### config.mk
export PLATFORM = sky130hd
export DESIGN_NAME = bpu_rs1_arb_flat
export DESIGN_NICKNAME = d
export VERILOG_FILES = /design/src/rtl/bpu_rs1_arb_pkg.sv /design/src/rtl/bpu_rs1_arb_if.sv /design/src/rtl/bpu_rs1_arb.sv /design/src/flat_wrapper.sv
export SDC_FILE = /design/constraint.sdc
export NUM_CORES = 1
export LEC_CHECK = 0
export CORE_ASPECT_RATIO = 1.5
export CORE_UTILIZATION = 20
export DETAILED_ROUTE_END_ITERATION = 8
export PLACE_DENSITY_LB_ADDON = 0.3
export SLEW_MARGIN = 20
export SYNTH_ARGS = -nofsm -noshare
export SYNTH_HDL_FRONTEND = slang
export SYNTH_SLANG_ARGS = --single-unit
### constraint.sdc
create_clock -name clk -period 1.6 [get_ports clk]
set_input_delay 0.32 -clock clk [delete_from_list [all_inputs] [get_ports clk]]
set_output_delay 0.32 -clock clk [all_outputs]
set_load 0.01 [all_outputs]
### src/rtl/bpu_rs1_arb_pkg.sv
// Shared widths, FSM encodings and payload types for the BPU/EXU rs1 regfile read-port arbiter.
package bpu_rs1_arb_pkg;

    localparam int unsigned XLEN        = 32;
    localparam int unsigned RFIDX_WIDTH = 5;
    localparam int unsigned CNT_W       = 4;

    // Outstanding-read tracker; encodings are fixed so they line up with the core's defines.
    typedef enum logic [1:0] {
        ST_IDLE   = 2'd0,
        ST_RD_BPU = 2'd1,
        ST_RD_EXU = 2'd2
    } arb_state_e;

    typedef struct packed {
        logic                   valid;
        logic [XLEN-1:0]        data;
    } rd_rsp_t;

    // Index steered onto the shared port: the granted requester's index, else 0.
    function automatic logic [RFIDX_WIDTH-1:0] sel_idx(
        input logic                   bpu_gnt,
        input logic [RFIDX_WIDTH-1:0] bpu_idx,
        input logic                   exu_gnt,
        input logic [RFIDX_WIDTH-1:0] exu_idx
    );
        logic [RFIDX_WIDTH-1:0] idx;
        idx = '0;
        if (bpu_gnt) begin
            idx = bpu_idx;
        end else if (exu_gnt) begin
            idx = exu_idx;
        end
        return idx;
    endfunction

    // Response payload: data is forced to 0 whenever the response is not valid.
    function automatic rd_rsp_t make_rsp(input logic valid, input logic [XLEN-1:0] data);
        rd_rsp_t rsp;
        rsp.valid = valid;
        rsp.data  = valid ? data : '0;
        return rsp;
    endfunction

endpackage

### src/rtl/bpu_rs1_arb_if.sv
// Request/grant/response bundle between the BPU, the EXU, regfile read port 1 and the arbiter.
interface bpu_rs1_arb_if;
    import bpu_rs1_arb_pkg::*;

    logic                   bpu_req;
    logic [RFIDX_WIDTH-1:0] bpu_rs1idx;
    logic                   bpu_gnt;
    logic                   bpu_rvalid;
    logic [XLEN-1:0]        bpu_rdata;

    logic                   exu_req;
    logic [RFIDX_WIDTH-1:0] exu_rs1idx;
    logic                   exu_gnt;
    logic                   exu_rvalid;
    logic [XLEN-1:0]        exu_rdata;

    logic                   flush;

    logic                   rf_rd_ena;
    logic [RFIDX_WIDTH-1:0] rf_rd_idx;
    logic [XLEN-1:0]        rf_rd_data;

    // Requesters and regfile side.
    modport master (
        output bpu_req, bpu_rs1idx, exu_req, exu_rs1idx, flush, rf_rd_data,
        input  bpu_gnt, bpu_rvalid, bpu_rdata, exu_gnt, exu_rvalid, exu_rdata,
        input  rf_rd_ena, rf_rd_idx
    );

    // Arbiter side.
    modport slave (
        input  bpu_req, bpu_rs1idx, exu_req, exu_rs1idx, flush, rf_rd_data,
        output bpu_gnt, bpu_rvalid, bpu_rdata, exu_gnt, exu_rvalid, exu_rdata,
        output rf_rd_ena, rf_rd_idx
    );
endinterface

### src/rtl/bpu_rs1_arb.sv
// Arbitrates regfile read port 1 between BPU jalr rs1 and EXU rs1 reads, with an optional
// BPU starvation guard compiled in by BPU_ARB_STARVE_EN.
module bpu_rs1_arb
    import bpu_rs1_arb_pkg::*;
#(
    parameter int unsigned STARVE_MAX = 3
) (
    input  logic         clk,
    input  logic         rst,
    bpu_rs1_arb_if.slave arb
);

    if (STARVE_MAX < 1 || STARVE_MAX > 15) begin : g_bad_starve_max
        $error("bpu_rs1_arb: STARVE_MAX must be within 1..15");
    end

    arb_state_e r_state;
    logic       w_bpu_gnt;
    logic       w_exu_gnt;
    logic       w_starve_hit;
    rd_rsp_t    w_bpu_rsp;
    rd_rsp_t    w_exu_rsp;

`ifdef BPU_ARB_STARVE_EN
    logic [CNT_W-1:0] r_starve_cnt;
    assign w_starve_hit = (r_starve_cnt == CNT_W'(STARVE_MAX));
`else
    assign w_starve_hit = 1'b0;
`endif

    // EXU wins ties unless the BPU has waited its limit; flush and reset kill BPU grants.
    assign w_bpu_gnt = ~rst & ~arb.flush & arb.bpu_req & (~arb.exu_req | w_starve_hit);
    assign w_exu_gnt = ~rst & arb.exu_req & ~w_bpu_gnt;

    assign arb.bpu_gnt   = w_bpu_gnt;
    assign arb.exu_gnt   = w_exu_gnt;
    assign arb.rf_rd_ena = w_bpu_gnt | w_exu_gnt;
    assign arb.rf_rd_idx = sel_idx(w_bpu_gnt, arb.bpu_rs1idx, w_exu_gnt, arb.exu_rs1idx);

    // Read data arrives the cycle after the grant; a flush that lands on it drops the BPU response.
    assign w_bpu_rsp = make_rsp(~rst & ~arb.flush & (r_state == ST_RD_BPU), arb.rf_rd_data);
    assign w_exu_rsp = make_rsp(~rst & (r_state == ST_RD_EXU), arb.rf_rd_data);

    assign arb.bpu_rvalid = w_bpu_rsp.valid;
    assign arb.bpu_rdata  = w_bpu_rsp.data;
    assign arb.exu_rvalid = w_exu_rsp.valid;
    assign arb.exu_rdata  = w_exu_rsp.data;

    always_ff @(posedge clk) begin
        if (rst) begin
            r_state <= ST_IDLE;
`ifdef BPU_ARB_STARVE_EN
            r_starve_cnt <= '0;
`endif
        end else begin
            if (w_bpu_gnt) begin
                r_state <= ST_RD_BPU;
            end else if (w_exu_gnt) begin
                r_state <= ST_RD_EXU;
            end else begin
                r_state <= ST_IDLE;
            end
`ifdef BPU_ARB_STARVE_EN
            if (arb.flush || !arb.bpu_req || w_bpu_gnt) begin
                r_starve_cnt <= '0;
            end else if (!w_starve_hit) begin
                r_starve_cnt <= r_starve_cnt + CNT_W'(1);
            end
`endif
        end
    end

endmodule

### src/flat_wrapper.sv
// flat-port wrapper written by rule: the top's interface ports become plain ports
module bpu_rs1_arb_flat import bpu_rs1_arb_pkg::*;
#(
    parameter int unsigned STARVE_MAX = 3
)
  (clk, rst, arb_bpu_req, arb_bpu_rs1idx, arb_exu_req, arb_exu_rs1idx, arb_flush, arb_rf_rd_data, arb_bpu_gnt, arb_bpu_rvalid, arb_bpu_rdata, arb_exu_gnt, arb_exu_rvalid, arb_exu_rdata, arb_rf_rd_ena, arb_rf_rd_idx);
  bpu_rs1_arb_if arb_i ();
  input  logic clk;
  input  logic rst;
  input wire logic [$bits(arb_i.bpu_req)-1:0] arb_bpu_req;
  input wire logic [$bits(arb_i.bpu_rs1idx)-1:0] arb_bpu_rs1idx;
  input wire logic [$bits(arb_i.exu_req)-1:0] arb_exu_req;
  input wire logic [$bits(arb_i.exu_rs1idx)-1:0] arb_exu_rs1idx;
  input wire logic [$bits(arb_i.flush)-1:0] arb_flush;
  input wire logic [$bits(arb_i.rf_rd_data)-1:0] arb_rf_rd_data;
  output wire logic [$bits(arb_i.bpu_gnt)-1:0] arb_bpu_gnt;
  output wire logic [$bits(arb_i.bpu_rvalid)-1:0] arb_bpu_rvalid;
  output wire logic [$bits(arb_i.bpu_rdata)-1:0] arb_bpu_rdata;
  output wire logic [$bits(arb_i.exu_gnt)-1:0] arb_exu_gnt;
  output wire logic [$bits(arb_i.exu_rvalid)-1:0] arb_exu_rvalid;
  output wire logic [$bits(arb_i.exu_rdata)-1:0] arb_exu_rdata;
  output wire logic [$bits(arb_i.rf_rd_ena)-1:0] arb_rf_rd_ena;
  output wire logic [$bits(arb_i.rf_rd_idx)-1:0] arb_rf_rd_idx;
  assign arb_i.bpu_req = arb_bpu_req;
  assign arb_i.bpu_rs1idx = arb_bpu_rs1idx;
  assign arb_i.exu_req = arb_exu_req;
  assign arb_i.exu_rs1idx = arb_exu_rs1idx;
  assign arb_i.flush = arb_flush;
  assign arb_i.rf_rd_data = arb_rf_rd_data;
  assign arb_bpu_gnt = arb_i.bpu_gnt;
  assign arb_bpu_rvalid = arb_i.bpu_rvalid;
  assign arb_bpu_rdata = arb_i.bpu_rdata;
  assign arb_exu_gnt = arb_i.exu_gnt;
  assign arb_exu_rvalid = arb_i.exu_rvalid;
  assign arb_exu_rdata = arb_i.exu_rdata;
  assign arb_rf_rd_ena = arb_i.rf_rd_ena;
  assign arb_rf_rd_idx = arb_i.rf_rd_idx;
  bpu_rs1_arb #(.STARVE_MAX(STARVE_MAX)) u_core (.clk(clk), .rst(rst), .arb(arb_i));
endmodule
# Word level (Yosys, flattened, before mapping)
# Index checks and enable logic that the tools add are counted.
# totals
reg_bits	2
inputBits	47
out_inout_bits	74
# classes
n_eq_ne	2
muxes	6
bitwise_logic	12
reduce_logical	1
# op_table
op	n
$mux 32	2
$mux 5	2
$and 1x1->1	7
$not 1->1	4
$eq 2x1->1 const B	1
$eq 2x2->1 const B	1
$mux 2	1
$reduce_or 2->1	1
$mux 1	1
$or 1x1->1	1

# Depth between registers and ports, before layout
# depth
ltp_word	8
mapped_depth	3

# Least setup slack after synthesis
# No wires, ideal clock.
# synth_path
kind	input-to-output
start	in rst
end	out arb_bpu_rdata[22]
arrival_time_ns	1.054
t_required_ns	1.280
setup_slack_ns	0.226
cell_stages	3
path_buffers	1
path_cell_list	nor4b_4 -> buf_6 -> and2_1
# synth_between
elab_chain_cells	4
# synth_rtl
element	line	text
start, declared	flat_wrapper.sv:9	input logic rst;
$not 1->1	bpu_rs1_arb.sv:41	assign w_bpu_rsp = make_rsp(~rst & ~arb.flush & (r_state == ST_RD_BPU), arb.rf_rd_data);
$and 1x1->1 (2 in a row)	bpu_rs1_arb.sv:41	
via arb_bpu_rvalid	flat_wrapper.sv:17	output wire logic [$bits(arb_i.bpu_rvalid)-1:0] arb_bpu_rvalid;
$mux 32	bpu_rs1_arb_pkg.sv:41	rsp.data = valid ? data : '0;
end, declared	flat_wrapper.sv:18	output wire logic [$bits(arb_i.bpu_rdata)-1:0] arb_bpu_rdata;
# The timed path passes the listed nets, and every way through them passes these cells.

# Final worst setup path
# layout_path
start	reg u_core.r_state[1]
end	out arb_bpu_rdata[2]
# layout_between
elab_chain_cells	3
# layout_rtl
element	line	text
start, declared	bpu_rs1_arb.sv:17	arb_state_e r_state;
start signal, assigned	bpu_rs1_arb.sv:51	r_state <= ST_IDLE;
start signal, assigned	bpu_rs1_arb.sv:57	r_state <= ST_RD_BPU;
start signal, assigned	bpu_rs1_arb.sv:59	r_state <= ST_RD_EXU;
$eq 2x1->1	bpu_rs1_arb.sv:41	
$and 1x1->1	bpu_rs1_arb.sv:41	
$mux 32	bpu_rs1_arb_pkg.sv:41	
# Every way passes these cells.

==> summary.md <==
| Metric | Value |
|---|---|
| Status | complete, but fails checks |
| Failing checks | setup timing |
| Final Util | 75.2% |
| Drc violations | 0 |
| Worst path slowest cell | dfxtp_2 |
| Synth cell types | 14 |
| FF+latch count, synth | 2 |
| Hold WC Path Type | in -> reg |
| Site row count | 25 |
| Clock share of power | 34.0% |
| Die Area | 3560 um2 |
| Final ANT Viol Nets | 0 |
| Clock Pin Slew Worst Setup and Hold Paths | 0.03 ns |
| RSZ-0062 raised after global routing | true |
| Largest family of logic cells by synthesized area | simple AND/OR/NAND/NOR gates |
| Final Hold Viols | 0 |
| Fin crit period | 1.84 ns |
| Layout net count | 296 |
| Peak VDD IR | 0.000348 V |
| Largest fanout on the critical path | 5 |
| DRT Pass-1 Iters | 4 |
| DP HPWL | 2560 um |
| Num CTS Buffers | 3 |
| Fill cell count | 225 |
| CTS Sinks | 2 |
| Switching share of power | 27.0% |
| GP Congestion | 0.670 |
| Register name with the most flops | u_core.r_state |
| Complex-gate fraction of the synthesized area | 4.52% |
| DR vias | 1286 |
| Starting Density | 21.0% |
| Number of global-route vias before repair | 1281 |
| Sw Pwr | 163 uW |
| GR Util All Layers | 20.5% |
| Total chip power | 604 uW |
| Crit path DAT | 1.52 ns |
| Leak | 1.18 nW |
| Initial DRC Count | 4 |
| Pint | 441 uW |
| Commonest non-fill, non-tap cell in the layout | buf_6 |
| Max reg flops | 2 |
| Hold-fix buffers at CTS | 0 |
| CP most frequent cell | buf_6 |
| Final worst-path cycle share | 115% |
| Root Buffer | clkbuf_8 |
| Die width | 49.1 um |
| Mean Syn Cell Area | 6.78 um2 |
| Num ports | 121 |
| Yosys warns | 0 |
| Adder-cell share of the synthesized area | 0% |
| Multiplexer share of the synthesized area | 0% |
| Worst Tran Pin Value | 0.211 ns |
| Synth Instances | 98 |
| Rel. slew slack | 85.9% |
| Via density | 4.48 |
| Hold slack | 0.642 ns |
| Grt ovf | 0 |
| Mapped Nets | 145 |
| Setup crit start kind | flop |
| Setup crit end kind | primary output |
| ANT cells | 0 |
| H-Tree Depth | 1 |
| Synthesized cell area | 664 um2 |
| Drt wl/cell | 13.8 um |
| Slew Limit Fails | 0 |
| Largest registers | u_core.r_state (2) |
| Share of cells above drive strength 1 | 70.0% |
| Initial antenna violation count | 0 |
| Final worst slack | -0.236 ns |
| Maxcap violations | 0 |
| Largest net degree at the start of global routing | 11 |
| Die height | 72.6 um |
| P&R area growth vs syn | 258% |
| First-pass GRT wire length | 5760 um |
| Setup violators final | 50 |
| Core ar. | 3160 um2 |
| Final WL | 3960 um |
| Power share of the sequential group | 9.1% |
| Critical path type | reg -> out |
| Worst EP required | 1.28 ns |
| CTS tree | yes |
| XOR/XNOR Fraction of Synth Area | 0% |
| IO buf count | 120 |
| Fmax | 545 MHz |
| Pwr dens | 254 nW/um2 |
| CTS Buffer Depth | 2 |
| Post-synthesis sequential area ratio | 6.03% |
| Synth Area in Simple Gates | 80.6% |
| Gate power share | 56.9% |
| CP max stage delay | 0.32 ns |
| Commonest non-fill, non-tap cells in the layout | buf_6, and2_4, clkdlybuf4s50_1 |
| Critical-path cell list | nor4b_4, buf_4, buf_6, buf_6, buf_6, and2_4, buf_6 |
## cell usage after synthesis
cell type | number | share of area [%]
nor3b_2 | 1 | 1.9
a21oi_1 | 6 | 4.5
dfxtp_1 | 2 | 6.0
nand2b_1 | 1 | 0.94
clkbuf_1 | 3 | 1.7
nor2_1 | 2 | 1.1
buf_2 | 2 | 1.5
nand4bb_1 | 5 | 8.5
buf_6 | 3 | 5.1
and2_1 | 64 | 60
nor3_1 | 2 | 1.5
nor4b_4 | 1 | 3.6
inv_1 | 1 | 0.56
nand2_1 | 5 | 2.8
## power groups by stage
| stage | Clock, mW | Sequential [mW] | Combinational (mW) |
|---|---|---|---|
| final | 0.205 | 0.0548 | 0.344 |
| after global routing | 0.220 | 0.0551 | 0.364 |
| after CTS | 0.216 | 0.0548 | 0.300 |
| after floorplan | 0 | 0.0544 | 0.0715 |
| after global placement | 0 | 0.0547 | 0.275 |
| after detailed placement | 0 | 0.0547 | 0.281 |
## worst max-delay path: cells and delay by family (launching register included)
family | cells | cell delay [ns]
and+or+nand+nor | 2 | 0.42
DFF | 1 | 0.32
buffers and inverters | 5 | 0.55
## final timing paths
| check | depth (start not counted) | slack (ns) | startpoint | end |
|---|---|---|---|---|
| setup / recovery | 7 | -0.24 | u_core.r_state[1] | arb_bpu_rdata[2] |
| hold / removal | 3 | 0.64 | rst | u_core.r_state[1] |
## per-stage QoR
step / setup WS [ns] / instances / TNS [ns] / cell area (um2)
finish: -0.236 / 287 / -6.01 / 2380
global route: -0.304 / 287 / -10.39 / 2380
CTS: -0.222 / 288 / -7.94 / 2100
detailed placement: -0.789 / 259 / -51.75 / 1930
global placement: -0.756 / 259 / -49.70 / 1930
floorplan: 0.226 / 98 / 0 / 664
## cell families (layout without fill, tap and decap cells)
group,Yosys count,in the layout
simple gates,81,81
compound gates,6,6
buf+inv,9,158
flops,2,2
## final cells by class
| type | count | area, um2 | share of cell area [%] |
|---|---|---|---|
| tap | 40 | 50.0 | 2.11 |
| inverter | 1 | 3.75 | 0.158 |
| multi-input combinational | 87 | 719 | 30.3 |
| clock buffer | 3 | 41.3 | 1.74 |
| sequential | 2 | 42.5 | 1.79 |
| timing repair buffer | 154 | 1520 | 63.9 |
## routing by layer
metal / up-vias / track usage [%] / part of all wire, %
met2: 78 / 41.2 / 60
li1: 613 / - / -
met3: 7 / 5.63 / 7.6
met1: 588 / 19.1 / 31
met4: 0 / 7.19 / 1.5
met5: - / 0 / 0
## timing repair
action                                  in CTS  in global routing
gates cloned                                 8                  0
pin swaps                                   32                 19
hold endpoints to repair                     0                  0
buffers inserted                            18                  1
endpoints found under the setup margin      74                 70
gates resized for setup                    365                 80
(Power assumes the default switching activity.)
